## src/rtl/uart_ctrl.sv

```systemverilog
// uart_ctrl: memory-mapped UART controller with TX/RX FIFOs and IRQ.
// Bus: ADDR/WDATA/WE/RE/RDATA; TX: TX_P_DATA/TX_DATA_VALID/TX_BUSY;
// RX: RX_P_DATA/RX_DATA_VALID/PAR_ERR/STP_ERR; cfg: PAR_EN/PAR_TYP/PRESCALE.
module uart_ctrl #(
  parameter int FIFO_DEPTH = 4
) (
  input  logic        CLK,
  input  logic        RESET,
  input  logic [2:0]  ADDR,
  input  logic [31:0] WDATA,
  input  logic        WE,
  input  logic        RE,
  output logic [31:0] RDATA,
  output logic [7:0]  TX_P_DATA,
  output logic        TX_DATA_VALID,
  input  logic        TX_BUSY,
  input  logic [7:0]  RX_P_DATA,
  input  logic        RX_DATA_VALID,
  input  logic        PAR_ERR,
  input  logic        STP_ERR,
  output logic        PAR_EN,
  output logic        PAR_TYP,
  output logic [5:0]  PRESCALE,
  output logic        IRQ
);

  localparam int AW = $clog2(FIFO_DEPTH);

  typedef enum logic [1:0] {
    S_IDLE,
    S_ISSUE,
    S_WAIT_BUSY,
    S_WAIT_DONE
  } tx_st_t;

  tx_st_t      r_state;
  logic [7:0]  r_cfg;
  logic [2:0]  r_ien;
  logic        r_tx_ovf;
  logic        r_rx_ovr;
  logic        r_par_err;
  logic        r_stp_err;
  logic        r_irq;
  logic [7:0]  r_tx_data;
  logic        r_tx_valid;
  logic [7:0]  r_tx_mem [FIFO_DEPTH];
  logic [9:0]  r_rx_mem [FIFO_DEPTH];
  logic [AW:0] r_tx_wp;
  logic [AW:0] r_tx_rp;
  logic [AW:0] r_rx_wp;
  logic [AW:0] r_rx_rp;

  logic        w_sel_cfg;
  logic        w_sel_tx;
  logic        w_sel_rx;
  logic        w_sel_st;
  logic        w_sel_ien;
  logic        w_tx_empty;
  logic        w_tx_full;
  logic        w_rx_empty;
  logic        w_rx_full;
  logic        w_tx_wr;
  logic        w_tx_pop;
  logic        w_tx_push;
  logic        w_tx_drop;
  logic        w_rx_pop;
  logic        w_rx_push;
  logic        w_rx_drop;
  logic [3:0]  w_clr;
  logic [7:0]  w_tx_head;
  logic [9:0]  w_rx_head;
  logic [7:0]  w_status;
  logic        w_unused;

  assign w_unused = ^WDATA[31:8];

  assign w_sel_cfg = (ADDR == 3'd0);
  assign w_sel_tx  = (ADDR == 3'd1);
  assign w_sel_rx  = (ADDR == 3'd2);
  assign w_sel_st  = (ADDR == 3'd3);
  assign w_sel_ien = (ADDR == 3'd4);

  // Extra MSB on pointers: equal MSB means empty, differing MSB means full.
  assign w_tx_empty = (r_tx_wp == r_tx_rp);
  assign w_tx_full  = (r_tx_wp[AW] != r_tx_rp[AW]) &&
                      (r_tx_wp[AW-1:0] == r_tx_rp[AW-1:0]);
  assign w_rx_empty = (r_rx_wp == r_rx_rp);
  assign w_rx_full  = (r_rx_wp[AW] != r_rx_rp[AW]) &&
                      (r_rx_wp[AW-1:0] == r_rx_rp[AW-1:0]);

  assign w_tx_head = r_tx_mem[r_tx_rp[AW-1:0]];
  assign w_rx_head = r_rx_mem[r_rx_rp[AW-1:0]];

  // A pop in the same cycle frees the slot a full-FIFO push lands in.
  assign w_tx_wr   = WE & w_sel_tx;
  assign w_tx_pop  = (r_state == S_ISSUE);
  assign w_tx_push = w_tx_wr & (~w_tx_full | w_tx_pop);
  assign w_tx_drop = w_tx_wr & ~w_tx_push;

  assign w_rx_pop  = RE & w_sel_rx & ~w_rx_empty;
  assign w_rx_push = RX_DATA_VALID & (~w_rx_full | w_rx_pop);
  assign w_rx_drop = RX_DATA_VALID & ~w_rx_push;

  assign w_clr = (WE & w_sel_st) ? WDATA[7:4] : 4'b0;

  assign w_status = {r_stp_err, r_par_err, r_rx_ovr, r_tx_ovf,
                     w_rx_full, w_rx_empty, w_tx_empty, w_tx_full};

  always_comb begin
    RDATA = 32'b0;
    case (ADDR)
      3'd0:    RDATA = {24'b0, r_cfg};
      3'd2:    RDATA = w_rx_empty ? 32'b0 : {22'b0, w_rx_head};
      3'd3:    RDATA = {24'b0, w_status};
      3'd4:    RDATA = {29'b0, r_ien};
      default: RDATA = 32'b0;
    endcase
  end

  always_ff @(posedge CLK) begin
    if (w_tx_push) r_tx_mem[r_tx_wp[AW-1:0]] <= WDATA[7:0];
    if (w_rx_push) r_rx_mem[r_rx_wp[AW-1:0]] <=
      {STP_ERR, PAR_ERR, RX_P_DATA};
  end

  always_ff @(posedge CLK or posedge RESET) begin
    if (RESET) begin
      r_tx_wp <= '0;
      r_tx_rp <= '0;
      r_rx_wp <= '0;
      r_rx_rp <= '0;
    end else begin
      if (w_tx_push) r_tx_wp <= r_tx_wp + 1'b1;
      if (w_tx_pop)  r_tx_rp <= r_tx_rp + 1'b1;
      if (w_rx_push) r_rx_wp <= r_rx_wp + 1'b1;
      if (w_rx_pop)  r_rx_rp <= r_rx_rp + 1'b1;
    end
  end

  // Sticky bits: a set event in the same cycle overrides the clear.
  always_ff @(posedge CLK or posedge RESET) begin
    if (RESET) begin
      r_cfg     <= 8'h20;
      r_ien     <= 3'b0;
      r_tx_ovf  <= 1'b0;
      r_rx_ovr  <= 1'b0;
      r_par_err <= 1'b0;
      r_stp_err <= 1'b0;
      r_irq     <= 1'b0;
    end else begin
      if (WE & w_sel_cfg) r_cfg <= WDATA[7:0];
      if (WE & w_sel_ien) r_ien <= WDATA[2:0];
      r_tx_ovf  <= w_tx_drop | (r_tx_ovf & ~w_clr[0]);
      r_rx_ovr  <= w_rx_drop | (r_rx_ovr & ~w_clr[1]);
      r_par_err <= (RX_DATA_VALID & PAR_ERR) |
                   (r_par_err & ~w_clr[2]);
      r_stp_err <= (RX_DATA_VALID & STP_ERR) |
                   (r_stp_err & ~w_clr[3]);
      r_irq <= (r_ien[0] & ~w_rx_empty) |
               (r_ien[1] & w_tx_empty & (r_state == S_IDLE)) |
               (r_ien[2] & |w_status[7:4]);
    end
  end

  always_ff @(posedge CLK or posedge RESET) begin
    if (RESET) begin
      r_state    <= S_IDLE;
      r_tx_valid <= 1'b0;
      r_tx_data  <= 8'h00;
    end else begin
      unique case (r_state)
        S_IDLE: begin
          if (!w_tx_empty && !TX_BUSY) begin
            r_state    <= S_ISSUE;
            r_tx_valid <= 1'b1;
            r_tx_data  <= w_tx_head;
          end
        end
        S_ISSUE: begin
          r_state    <= S_WAIT_BUSY;
          r_tx_valid <= 1'b0;
        end
        S_WAIT_BUSY: begin
          if (TX_BUSY) r_state <= S_WAIT_DONE;
        end
        S_WAIT_DONE: begin
          if (!TX_BUSY) r_state <= S_IDLE;
        end
      endcase
    end
  end

  assign TX_P_DATA     = r_tx_data;
  assign TX_DATA_VALID = r_tx_valid;
  assign PAR_EN        = r_cfg[0];
  assign PAR_TYP       = r_cfg[1];
  assign PRESCALE      = r_cfg[7:2];
  assign IRQ           = r_irq;

endmodule

```

## config.mk

```make
export PLATFORM = sky130hd
export DESIGN_NAME = uart_ctrl
export DESIGN_NICKNAME = d
export VERILOG_FILES = /design/src/rtl/uart_ctrl.sv
export SDC_FILE = /design/constraint.sdc
export NUM_CORES = 1
export LEC_CHECK = 0
export ABC_AREA = 1
export ABC_CLOCK_PERIOD_IN_PS = 2200
export CAP_MARGIN = 15
export CORE_MARGIN = 8
export CORE_UTILIZATION = 50
export CTS_CLUSTER_SIZE = 24
export DETAILED_ROUTE_END_ITERATION = 10
export PLACE_DENSITY = 0.78
export SLEW_MARGIN = 20
export SYNTH_ARGS = -nofsm -noshare
export SYNTH_HDL_FRONTEND = slang
export SYNTH_SLANG_ARGS = --single-unit
```

## constraint.sdc

```tcl
create_clock -name CLK -period 2.2 [get_ports CLK]
set_clock_uncertainty 0.1 [all_clocks]
set_input_delay 0.66 -clock CLK [delete_from_list [all_inputs] [get_ports CLK]]
set_output_delay 0.66 -clock CLK [all_outputs]
set_load 0.005 [all_outputs]
```

* After elaboration in Yosys (flattened, before gate mapping)
Memories as Yosys holds them, arrays and structs flattened. A register that Yosys moved wholly into a read port is not among the register bits.
Index checks and enable logic that the tools add are counted.
** Word-level totals
- Bits in writable memories :: 72
- Bits of input ports :: 51
- Bits in registers :: 31
- Memories :: 2
** Operators by class
- Reduce and logical (&&, ||, !) cells :: 12
- Bitwise gates (word level) :: 37
- Mux-type cells :: 13
- Equal/unequal tests :: 16
- Add/subtract/negate cells :: 4
** Memories
- r_rx_mem :: words 4, bits a word 10, read ports 1, clocked after memory_dff 0, write ports 1, RTL line 47 : logic [9:0] r_rx_mem [FIFO_DEPTH];
- r_tx_mem :: words 4, bits a word 8, read ports 1, clocked after memory_dff 1, write ports 1, RTL line 46 : logic [7:0] r_tx_mem [FIFO_DEPTH];
** Operators by type and width (number)
- 10-bit case mux with 4 select lines :: 1
- 1-bit AND :: 20
- 3-bit by 1-bit adder with 3-bit output (second input constant) :: 4
- 10-bit 2-to-1 mux :: 1
- 1-bit NOT :: 9
- 1-bit OR :: 8
- 2-bit case mux with 4 select lines :: 1
- 3-bit by 2-bit equality test with 1-bit output (second input constant) :: 2
- 3-bit equality test :: 2
- 2-bit 2-to-1 mux :: 3
- 1-bit 2-to-1 mux :: 5
- 2-bit equality test :: 2
- 2-bit equality test (second input constant) :: 2
- 4-bit 2-to-1 mux :: 1
- 2-bit != test (second input constant) :: 2
- 2-bit AND reduction :: 2
- 4-bit OR reduction :: 1
- 3-bit by 1-bit equality test with 1-bit output (second input constant) :: 1
- 3-bit equality test (second input constant) :: 1
- 1-bit logical AND :: 3
- 3-bit zero test :: 1
- 3-bit AND reduction :: 1
- 2-bit by 1-bit equality test with 1-bit output (second input constant) :: 1
- 1-bit zero test :: 2
- other kinds (5) :: 6

* Longest topological paths before layout
- Depth after elaboration :: 8
- Depth in mapped cells :: 10

* Least setup slack after synthesis
OpenSTA, ideal clock, no wires.
- Path kind :: input to register
- Start :: in ADDR[2]
- End :: mem r_rx_mem[0][0], enable pin
- Data required time :: 1.724 ns
- Stages on the path :: 6
- Slack :: -0.072 ns
- Arrival time :: 1.796 ns
- Buffers on the path :: 1
- Cells stage by stage :: buf_6 nor3_1 nand2_1 nand2_1 nand2_2 nor2_1
** Between the ends
- Cells in the longest elaborated chain, start to end :: 7
** RTL lines
- from (decl) :: RTL line 9 : input logic [2:0] ADDR,
- 3-bit by 2-bit equality test with 1-bit output :: RTL line 79 : assign w_sel_rx = (ADDR == 3'd2);
- 1-bit AND (2 in series) :: RTL line 100 : assign w_rx_pop = RE & w_sel_rx & ~w_rx_empty;
- 1-bit OR :: RTL line 101 : assign w_rx_push = RX_DATA_VALID & (~w_rx_full | w_rx_pop);
- 1-bit AND :: RTL line 101
- 1-bit 2-to-1 mux :: RTL line 122 : if (w_rx_push) r_rx_mem[r_rx_wp[AW-1:0]] <=
- 1-bit 2-to-1 mux (implied by the code) :: RTL line 122
- to (decl) :: RTL line 47
No other way between the ends.

* Worst setup path after layout
- Start :: reg r_rx_rp[0]
- End :: out RDATA[6]
** Between the ends
- Cells in the longest elaborated chain, start to end :: 3
- Elaborated cells on any way between the ends :: 4
** RTL lines
- from (decl) :: RTL line 51 : logic [AW:0] r_rx_rp;
- from (signal assigned) :: RTL line 136 : if (w_rx_pop) r_rx_rp <= r_rx_rp + 1'b1;
- memory 4 x 10 bit or 3-bit equality test (tied branches)
- 10-bit 2-to-1 mux (*) :: RTL line 113 : 3'd2: RDATA = w_rx_empty ? 32'b0 : {22'b0, w_rx_head};
- 10-bit case mux with 4 select lines (*) :: RTL line 111 : case (ADDR)
- to (decl) :: RTL line 13 : output logic [31:0] RDATA,
Every way passes the cells marked *; elsewhere a longest branch is shown, timed or not.

==> impl_metrics.env <==
export IMPL_outcome="finished, violations left"
export IMPL_violations="setup timing"
export IMPL_maxCapViolations=0
export IMPL_wl_um=13200
export IMPL_setup_slack_ns=-0.409
export IMPL_grt_pass1_vias=4077
export IMPL_nets=686
export IMPL_clk_pin_slew_worst_paths_ns=0.10
export IMPL_cts_tree="done"
export IMPL_wl_met2_um=6890
export IMPL_grt_max_degree=40
export IMPL_htreeDepth=3
export IMPL_yosysSeqAreaShare_pct=62.0
export IMPL_netlist_area_um2=5070
export IMPL_synth_cells=481
export IMPL_ys_warnings_count=0
export IMPL_setup_violations=14
export IMPL_synth_area_per_cell_um2=10.5
export IMPL_wl_met3_um=875
export IMPL_ys_types=33
export IMPL_clock_latency_ns=0.38
export IMPL_clock_path_buffers=2
export IMPL_overflow=0
export IMPL_powerDensity_nw_per_um2=1170
export IMPL_end_kind="output pin"
export IMPL_drt_iter0_markers=291
export IMPL_hold_viol=0
export IMPL_cts_hold_fix_buffers=0
export IMPL_peakVddDrop_mv=0.735
export IMPL_worstPathMaxFanout=5
export IMPL_hpwl_um=8370
export IMPL_r2r_slack_ns=0.26
export IMPL_rr_endpoint="r_rx_wp[1]$_DFFE_PP0N_"
export IMPL_grt_use_total_pct=20.0
export IMPL_root_buffer="clkbuf_8"
export IMPL_num_vias=3953
export IMPL_place_inst=717
export IMPL_cts_buffers=9
export IMPL_fp_dieW_um=117
export IMPL_hold_depth=2
export IMPL_arrival_ns=1.85
export IMPL_slew_violations=0
export IMPL_fin_cells=758
export IMPL_final_common_cell="nand2_1"
export IMPL_core_um2=9820
export IMPL_rows=36
export IMPL_r2r_start="r_rx_rp[0]$_DFFE_PP0P_"
export IMPL_final_cell_mix="nand2_1, edfxtp_1, buf_4, nor2_1, clkdlybuf4s50_1"
export IMPL_synth_top_area_share_pct=42.7
export IMPL_finalInstanceArea_um2=6820
export IMPL_fin_crit_sh_pct=119
export IMPL_initial_core_util_pct=51.6
export IMPL_worstSetupStartpointType="register"
export IMPL_holdPathEnd="TX_P_DATA[0]$_DFFE_PP0P_"
export IMPL_placed_cell_area_um2=6100
export IMPL_routed_via_density=5.22
export IMPL_synth_seq_cells=111
export IMPL_hp_class="register to register"
export IMPL_antenna_found_initial=0
export IMPL_rsz0062_at_grt="yes"
export IMPL_drc_errors=0
export IMPL_die_area_um2=13600
export IMPL_leakage_nw=3.00
export IMPL_portBuffers=54
export IMPL_hp_start="TX_P_DATA[0]$_DFFE_PP0P_"
export IMPL_dr_max_layer_used="met4"
export IMPL_die_h_um=117
export IMPL_grt_pass1_wl_um=20400
export IMPL_wl_per_cell_um=17.4
export IMPL_worst_ep_required_time_ns=1.44
export IMPL_pin_count=101
export IMPL_drive_above_1_share_pct=29.1
export IMPL_antenna_cells=0
export IMPL_rr_worst_depth=10
export IMPL_worstSetupPathType="register to output pin"
export IMPL_routabilityCongestion=0.904
export IMPL_cts_sinks=111
export IMPL_yosys_top_cells_area="edfxtp_1, dfrtp_1, nand2_1"
export IMPL_firstDrtPassIters=5
export IMPL_wl_met1_um=4770
export IMPL_antenna_left=0
export IMPL_period_needed_ns=2.61
export IMPL_synth_largest_area_cell="edfxtp_1"
export IMPL_area_delta_synth_final_pct=34.6
export IMPL_max_freq_ghz=0.383
## how the worst max path moves through the flow
stage	start	end	slack, ns	cells past startpoint
floorplan	ADDR[2]	r_rx_mem[0][0]$_DFFE_PP_	-0.07	6
finish	r_rx_rp[0]$_DFFE_PP0P_	RDATA[6]	-0.41	8
global placement	ADDR[1]	RDATA[1]	-0.93	9
global route	r_rx_rp[0]$_DFFE_PP0P_	RDATA[6]	-0.48	8
CTS	r_rx_rp[0]$_DFFE_PP0P_	RDATA[1]	-0.32	8
detailed placement	ADDR[1]	RDATA[0]	-0.95	9
## timing repair
action,CTS,global route
gates resized for setup,137,30
buffers inserted,22,7
gates cloned,4,0
hold endpoints to repair,0,0
pin swaps,18,17
setup endpoints to repair,21,83
## cell usage after synthesis (all sizes together)
library cell  instances
or2                   1
nand3                32
buf                  30
nand4                 1
a21oi                 3
ha                   15
clkbuf                5
xnor2                 5
xor2                  5
conb                  1
edfxtp               72
mux2                  1
o22ai                16
nor2                 54
dfrtp                38
inv                  40
and2                  1
mux2i                 1
dfstp                 1
nand2               100
nor3                  2
nand3b                2
or3                   1
o21ai                54
## power breakdown
group	switching, mW	internal [mW]
combinational	2.00	1.71
clock	0.731	0.550
sequential	0.295	2.70
## layout make-up
| type | count | area [um^2] |
|---|---|---|
| inverter | 40 | 155 |
| clock inverter | 6 | 77.6 |
| sequential | 111 | 3140 |
| timing repair buffer | 142 | 1280 |
| tap | 133 | 166 |
| clock buffer | 10 | 128 |
| fill | 713 | 3000 |
| multi-input combinational | 316 | 1870 |
## stage by stage
stage               hold WS, ns  power [mW]  util, %  TNS [ns]  setup WS, ns
CTS                       0.391        7.67     67.9     -2.57        -0.324
global route              0.412        8.49     69.4     -4.38        -0.482
detailed placement        0.366        6.03     62.1    -35.11        -0.953
floorplan                 0.369        4.60        -     -2.88       -0.0721
finish                    0.386        7.99     69.4     -3.57        -0.409
global placement          0.363        5.89     62.1    -32.03        -0.933
## flip-flops by register name, indices dropped and copies added, names as in the netlist
| signal | count |
|---|---|
| r_tx_rp | 3 |
| r_ien | 3 |
| r_rx_mem | 40 |
| r_state | 2 |
| r_rx_ovr | 1 |
| r_tx_wp | 3 |
| r_tx_ovf | 1 |
| r_stp_err | 1 |
| r_tx_mem | 32 |
| IRQ | 1 |
| r_par_err | 1 |
| r_cfg | 8 |
| r_rx_rp | 3 |
| r_rx_wp | 3 |
| TX_DATA_VALID | 1 |
| TX_P_DATA | 8 |
## critical path, cell delays in order (launching register included)
cell     delay, ns
dfrtp_2       0.49
buf_4         0.16
buf_6         0.13
nor2_1        0.16
o22ai_2       0.12
buf_4         0.16
nand2_2       0.07
nand3_2       0.06
buf_2         0.13
## per-layer routing
layer,track usage (%),vias to the layer above
met5,0,-
met4,11.8,0
met3,5.12,40
met2,35.3,149
met1,21.3,1911
li1,-,1853
## cell families after synthesis
family | share of synthesized area, %
AND/OR/NAND/NOR | 16.3
XOR/XNOR | 1.73
adder cells (fa/ha/maj) | 3.70
multiplexers | 0.494
flip-flops | 62.0
other | 0.0740
AO/OA/AOI/OAI | 8.12
buffers and inverters | 7.65
Note: power is estimated with default switching activity, not from simulation.
